File: src/rtl/ram_pkg.sv
// Shared types and defaults for the RAM-side responder and its controller.
package ram_pkg;

  typedef enum logic [0:0] {INIT, RUN} state_e;

  localparam int DIV_DEF = 4;
  localparam int ADW_DEF = 4;
  localparam int DIW_DEF = 16;
  localparam int DEPTH   = 1 << ADW_DEF;

  function automatic int clog2(input int n);
    int r;
    r = 0;
    while ((1 << r) < n) r++;
    return r;
  endfunction

endpackage

File: src/rtl/ram_resp_if.sv
// RAM command/response port between the write/read controller and ram_resp.
interface ram_resp_if
  import ram_pkg::*;
#(
  parameter int DIW = DIW_DEF,
  parameter int DOW = DIW_DEF,
  parameter int ADW = ADW_DEF
);
  logic           en;
  logic           we;
  logic [ADW-1:0] addr;
  logic [DIW-1:0] din;
  logic [DOW-1:0] dout;
  logic           dout_vld;
  logic           busy;

  modport master (output en, we, addr, din, input dout, dout_vld, busy);
  modport slave  (input en, we, addr, din, output dout, dout_vld, busy);
endinterface

File: src/rtl/rd_pipe.sv
// Tick-advanced {valid, data} delay line; shared with the controller-side read delay chain.
module rd_pipe #(
  parameter int W      = 16,
  parameter int RD_LAT = 3
) (
  input  logic         clk,
  input  logic         rst_n,
  input  logic         shift,
  input  logic         valid_in,
  input  logic [W-1:0] data_in,
  output logic         valid_out,
  output logic [W-1:0] data_out
);
  logic [RD_LAT-1:0] vld;
  logic [W-1:0]      dat [RD_LAT];

  always_ff @(posedge clk) begin
    if (!rst_n) begin
      vld <= '0;
    end else if (shift) begin
      vld[0] <= valid_in;
      for (int unsigned i = 1; i < RD_LAT; i++) vld[i] <= vld[i-1];
    end
  end

  always_ff @(posedge clk) begin
    if (shift) begin
      dat[0] <= data_in;
      for (int unsigned i = 1; i < RD_LAT; i++) dat[i] <= dat[i-1];
    end
  end

  assign valid_out = vld[RD_LAT-1];
  assign data_out  = dat[RD_LAT-1];
endmodule

File: src/rtl/ram_resp.sv
// RAM-side responder: clears its array after reset, then serves commands sampled once per RAM period.
module ram_resp
  import ram_pkg::*;
#(
  parameter int DIW    = 16,
  parameter int DOW    = 16,
  parameter int ADW    = 4,
  parameter int DIV    = DIV_DEF,
  parameter int RD_LAT = 3
) (
  input logic       clk,
  input logic       rst_n,
  ram_resp_if.slave bus
);
  localparam int PHW    = clog2(DIV);
  localparam int NWORDS = 1 << ADW;

  logic [PHW-1:0] ph;
  logic           tick;
  state_e         state_q, state_d;
  logic [ADW-1:0] init_addr;
  logic [DIW-1:0] mem [NWORDS];

  logic           mem_we;
  logic [ADW-1:0] mem_waddr;
  logic [DIW-1:0] mem_wdata;
  logic           rd_req;
  logic           pipe_vld;
  logic [DIW-1:0] pipe_data;
  logic [DOW-1:0] rd_word;
  logic [DOW-1:0] dout_q;
  logic           dout_vld_q;

  assign tick = (ph == PHW'(DIV - 1));

  always_comb begin
    state_d   = state_q;
    mem_we    = 1'b0;
    mem_waddr = bus.addr;
    mem_wdata = bus.din;
    rd_req    = 1'b0;
    case (state_q)
      INIT: begin
        mem_we    = 1'b1;
        mem_waddr = init_addr;
        mem_wdata = '0;
        if (init_addr == '1) state_d = RUN;
      end
      RUN: begin
        if (tick && bus.en) begin
          if (bus.we) mem_we = 1'b1;
          else        rd_req = 1'b1;
        end
      end
      default: state_d = INIT;
    endcase
  end

  always_ff @(posedge clk) begin
    if (!rst_n) begin
      ph         <= '0;
      state_q    <= INIT;
      init_addr  <= '0;
      dout_q     <= '0;
      dout_vld_q <= 1'b0;
    end else begin
      ph         <= ph + PHW'(1);
      state_q    <= state_d;
      if (state_q == INIT) init_addr <= init_addr + ADW'(1);
      dout_vld_q <= tick && pipe_vld;
      if (tick && pipe_vld) dout_q <= rd_word;
    end
  end

  // Array has no reset of its own; INIT rewrites every word after each reset.
  always_ff @(posedge clk) begin
    if (rst_n && mem_we) mem[mem_waddr] <= mem_wdata;
  end

  rd_pipe #(
    .W      (DIW),
    .RD_LAT (RD_LAT)
  ) u_rd_pipe (
    .clk       (clk),
    .rst_n     (rst_n),
    .shift     (tick),
    .valid_in  (rd_req),
    .data_in   (mem[bus.addr]),
    .valid_out (pipe_vld),
    .data_out  (pipe_data)
  );

  if (DOW <= DIW) begin : g_trunc
    assign rd_word = pipe_data[DOW-1:0];
  end else begin : g_zext
    assign rd_word = {{(DOW - DIW){1'b0}}, pipe_data};
  end

  assign bus.dout     = dout_q;
  assign bus.dout_vld = dout_vld_q;
  assign bus.busy     = (state_q == INIT);
endmodule
File: src/flat_wrapper.sv
// flat-port wrapper written by rule: the top's interface ports become plain ports
module ram_resp_flat import ram_pkg::*;
#(
  parameter int DIW    = 16,
  parameter int DOW    = 16,
  parameter int ADW    = 4,
  parameter int DIV    = DIV_DEF,
  parameter int RD_LAT = 3
)
  (clk, rst_n, bus_en, bus_we, bus_addr, bus_din, bus_dout, bus_dout_vld, bus_busy);
  ram_resp_if #(.DIW(DIW), .DOW(DOW), .ADW(ADW)) bus_i ();
  input logic clk;
  input logic rst_n;
  input wire logic [$bits(bus_i.en)-1:0] bus_en;
  input wire logic [$bits(bus_i.we)-1:0] bus_we;
  input wire logic [$bits(bus_i.addr)-1:0] bus_addr;
  input wire logic [$bits(bus_i.din)-1:0] bus_din;
  output wire logic [$bits(bus_i.dout)-1:0] bus_dout;
  output wire logic [$bits(bus_i.dout_vld)-1:0] bus_dout_vld;
  output wire logic [$bits(bus_i.busy)-1:0] bus_busy;
  assign bus_i.en = bus_en;
  assign bus_i.we = bus_we;
  assign bus_i.addr = bus_addr;
  assign bus_i.din = bus_din;
  assign bus_dout = bus_i.dout;
  assign bus_dout_vld = bus_i.dout_vld;
  assign bus_busy = bus_i.busy;
  ram_resp #(.DIW(DIW), .DOW(DOW), .ADW(ADW), .DIV(DIV), .RD_LAT(RD_LAT)) u_core (.clk(clk), .rst_n(rst_n), .bus(bus_i));
endmodule
File: config.mk
export PLATFORM = sky130hd
export DESIGN_NAME = ram_resp_flat
export DESIGN_NICKNAME = d
export VERILOG_FILES = /design/src/rtl/ram_pkg.sv /design/src/rtl/ram_resp_if.sv /design/src/rtl/rd_pipe.sv /design/src/rtl/ram_resp.sv /design/src/flat_wrapper.sv
export SDC_FILE = /design/constraint.sdc
export NUM_CORES = 1
export LEC_CHECK = 0
export ABC_AREA = 1
export BUFFER_PORTS_ARGS = -buffer_cell sky130_fd_sc_hd__clkbuf_2
export CAP_MARGIN = 15
export CELL_PAD_IN_SITES_DETAIL_PLACEMENT = 0
export CELL_PAD_IN_SITES_GLOBAL_PLACEMENT = 1
export CORE_MARGIN = 2
export CORE_UTILIZATION = 56
export CTS_BUF_LIST = sky130_fd_sc_hd__clkbuf_8
export DETAILED_ROUTE_END_ITERATION = 16
export GPL_ROUTABILITY_DRIVEN = 1
export PLACE_DENSITY = 0.95
export REMOVE_ABC_BUFFERS = 1
export SLEW_MARGIN = 15
export SYNTH_ARGS = -nofsm -noshare
export SYNTH_HDL_FRONTEND = slang
export SYNTH_HIERARCHICAL = 1
export SYNTH_SLANG_ARGS = --single-unit
File: constraint.sdc
create_clock -name clk -period 10.7 [get_ports clk]
set_input_delay 1.07 -clock clk [delete_from_list [all_inputs] [get_ports clk]]
set_output_delay 1.07 -clock clk [all_outputs]
set_load 0.03 [all_outputs]
# Yosys cells after proc, flatten, opt, wreduce, memory -nomap -nowiden
# Memory sizes are Yosys's and may differ from the RTL's. A register that Yosys moved wholly into a read port is not among the register bits.
# Cells that the tools add are included.
# classes
n_addsub,2
n_eq_ne,2
muxes,14
n_bitwise,1
reduce_logical,4
# op_table
operator,n
two-way mux 16 bit,1
two-way mux 1 bit,11
adder 4 x 1 -> 4 bit (second input constant),1
== test 4 bit (second input constant),1
two-way mux 4 bit,1
logical AND 1 bit,3
adder 2 x 1 -> 2 bit (second input constant),1
== test 2 bit (second input constant),1
one-hot mux 1 bit (2 select lines),1
zero test 1 bit,1
NOT 1 bit,1
# totals
ff_bits,11
mem_bits_rw,304
out_inout_bits,18
memories,2
# memory_table
name,depth,width,read_ports,rd_ports_with_merged_regs,wr,line_no,source
u_core.mem,16,16,1,0,1,ram_resp.sv:22,logic [DIW-1:0] mem [NWORDS];
u_core.u_rd_pipe.dat,3,16,3,1,3,rd_pipe.sv:15,logic [W-1:0] dat [RD_LAT];

# Depth between registers and ports, before layout
# logic_depth
word_depth,7
mapped_depth,9
depth_no_buf,7

# Modules after synthesis
# Netlist, hierarchy kept.
# modules_own_cells
mod,n_inst,cells_per_inst,area_per_inst_um2,seq_area_each_um2
ram_resp,1,1210,12050.3,8167.8
rd_pipe,1,82,1677.9,1501.4

# Worst setup path before layout
# Ideal clock, no wire load.
# synth_timing
kind,flip-flop to flip-flop
startpoint,register u_core.ph[0]
endpoint,memory u_core.mem[10][0] (enable)
setup_ns,0.388
arrival_ns,2.992
required_time_ns,10.312
slack_ns,7.319
stages_incl_launch_ff,6
path_buffers,0
path_cell_list,dfxtp_1 > ha_1 > nand3_1 > a21oi_2 > nand3_1 > nor2_1
# synth_via
elab_chain_len,7
# synth_rtl
item,line_no,source
from (decl),ram_resp.sv:18,logic [PHW-1:0] ph;
from (signal assigned),ram_resp.sv:67,ph <= ph + PHW'(1);
== test 2 bit,ram_resp.sv:34,assign tick = (ph == PHW'(DIV - 1));
via u_core.tick,ram_resp.sv:19,logic tick;
logical AND 1 bit,ram_resp.sv:50,if (tick && bus.en) begin
two-way mux 1 bit,ram_resp.sv:50,
one-hot mux 1 bit (2 select lines),ram_resp.sv:42,case (state_q)
logical AND 1 bit,ram_resp.sv:77,if (rst_n && mem_we) mem[mem_waddr] <= mem_wdata;
two-way mux 1 bit,ram_resp.sv:77,
two-way mux 1 bit (not written as such),ram_resp.sv:77,
to (decl),ram_resp.sv:22,
# The timed path passes the listed nets, and every way through them passes these cells.

==> reports/results.ini <==
[sta]
final_hold_viol_count=0
worst_slew_pin_slew_ns=0.955
tns_ns=0
period_share_pct=33.5
timing.fmax_ghz=0.279
finalSetupViolCount=0
final.setup_skew_ns=0.0328
fin_crit_ns=3.58
drv_slew=0
relSlewSlack_pct=36.2
rsz0062_at_grt=false

[cells_and_area]
final_cell_area_mm2=0.0149
fill_cells=1879
mostFrequentLayoutCells=374 x nand2_1, 304 x edfxtp_1, 247 x inv_1
multi_input_area_mm2=0.00284
layout_commonest_cell=nand2_1
regArea_mm2=0.00967
area_growth_pct=8.75
diodes=0
drive_gt1_share_pct=9.57
final_nets=1345

[cts]
cts_num_sinks=331
clock_latency_ns=0.59
hold_buffers=0
cts.path.max_buffers=3
post_cts_buffers=0
clk_pin_slew_worst_paths_ns=0.06
cts-buffers-inserted=51
cts-root-buf=clkbuf_8
cts_tree=yes
cts_resized=0
htreeDepth=2

[worst_setup_path]
cp-end-kind=register
worst-path-buf-inv=3
path_common_cell=nand3_1
critPathMaxFanout=67
cp_cell_sequence=buf_4, clkinv_2, buf_4, nand2_1, nand3_1, nand3_1, nand3_1, nand2_1
slowest_delay_ns=0.91
path_delay_family=buffers and inverters
worstPathRequired_ns=11.12
worstPathArrival_ns=4.00
slowest_stage=clkinv_2
crit_type=in2reg
cp-start-kind=primary input

[drt]
ant_nets=0
dr_total_vias=8749
wl_per_cell_um=18.5
drt_iter0_drc=1086
wl_met3_um=2320
wl_met2_um=15200
dr.pass1.iters=6
drt-met1-wl_um=12600
wirelength_um=31100
via_per_inst=5.20
drc=0
highest_layer=met4

[logic_synthesis]
ys_seq_area_share_pct=70.4
ys_async_sr_fraction_pct=0
synth_seq_cells=331
ys_types=18
ys_warn_count=6
synth_area_leaders=edfxtp_1 66%, nand2_1 10%, nand3_1 7.1%
synthCells=1292
synth_ff_type=edfxtp_1
synth.largest_area_cell=edfxtp_1
avgSynthCellArea_um2=10.6
synth_enable_flop_cells=304
syn_area_mm2=0.0137
synth_top_area_share_pct=66.5

[power]
leakagePower_nw=6.43
p_int_mw=1.91
vdd_drop_max_uv=128
power.density_mw_per_mm2=166
power_frac_comb_pct=5.2
p_sw_share_pct=22.7
seqPwrFrac_pct=57.6
finalPower_mw=2.47
power_frac_clock_pct=37.2
p_sw_mw=0.562

[flow_run]
drv_cap=0

[global_routing]
grt_pass1_vias=8119
grt-ovfl-total=0
grt_max_degree=70
grtUsageTotal_pct=24.2
antenna_found_initial=1
grt_pass1_wl_um=46500

[placement]
gp_congestion=0.888
portBuffers=41
placed_area_mm2=0.0140
dp_hpwl_um=18500

[die]
start_util_pct=56.8
num_rows=57
die_w_um=161
ios=42
die_area_mm2=0.0258
die_y_um=161
fp.coreArea_mm2=0.0242

[run_status]
status=finished clean

[worst_hold_path]
hold_path_class=reg2reg

## stage by stage
stage	hold slack (ns)	setup slack, ns	util (%)	std cells
4_1_cts	0.416	7.02	61.6	1681
2_1_floorplan	0.399	7.24	-	1218
6_report	0.417	7.12	61.8	1682
3_5_place_dp	0.405	6.44	57.9	1589
3_3_place_gp	0.401	6.48	57.9	1589
5_1_grt	0.420	6.96	61.8	1682
## final cells by class
cell class	instances	share of cell area (%)
Timing Repair Buffer	48	1.88
Tap cell	324	2.72
Inverter	224	5.64
Clock buffer	53	4.89
Clock inverter	39	1.09
Sequential cell	331	64.8
Multi-Input combinational cell	663	19.0
## path summary, 6_finish.rpt
path	startpoint	end	slack, ns	depth (start not counted)
max	bus_addr[0]	u_core/u_rd_pipe/dat[0][7]	7.12	8
min	u_core/u_rd_pipe/dat[0][27]	u_core/u_rd_pipe/dat[0][43]	0.42	0
max reg2reg	u_core/ph[0]	u_core/mem[10][8]	7.45	6
min reg2reg	u_core/u_rd_pipe/dat[0][27]	u_core/u_rd_pipe/dat[0][43]	0.42	0
## power groups by stage
stage,Combinational [mW],Sequential [mW],Clock (mW)
after global placement,0.122,1.45,0
after global routing,0.140,1.43,0.993
after detailed placement,0.124,1.45,0
after CTS,0.125,1.42,0.936
final,0.128,1.42,0.921
after floorplan,0.0705,1.45,0
## cell usage after synthesis, types with 2 or more instances
cell type	instances
nand2_1	374
clkbuf_1	9
o21ai_2	2
buf_1	9
inv_2	3
nor2_1	63
dfxtp_1	27
o21ai_0	18
a21oi_1	4
buf_2	27
edfxtp_1	304
buf_4	29
inv_1	221
ha_1	2
nor3_1	2
nand3_1	196
## registers in the layout, indices dropped and copies added (netlist names)
register,count
u_core/bus.dout_vld,1
u_core/bus.dout,16
u_core/init_addr,4
u_core/state_q,1
u_core/ph,2
u_core/u_rd_pipe/dat,48
u_core/u_rd_pipe/vld,3
u_core/mem,256
## per-layer routing
metal	up-vias	global-route usage [%]
met3	61	3.74
met2	367	40.2
met5	-	0
li1	4219	-
met1	4102	32.8
met4	0	8.89
## cell families after synthesis
| group | share of synthesized area (%) |
|---|---|
| buffers and inverters | 9.19 |
| adder cells (fa/ha/maj) | 0.182 |
| AO/OA/AOI/OAI | 1.03 |
| flip-flops | 70.4 |
| AND/OR/NAND/NOR | 19.2 |
Power figures use the tool's default switching activity.
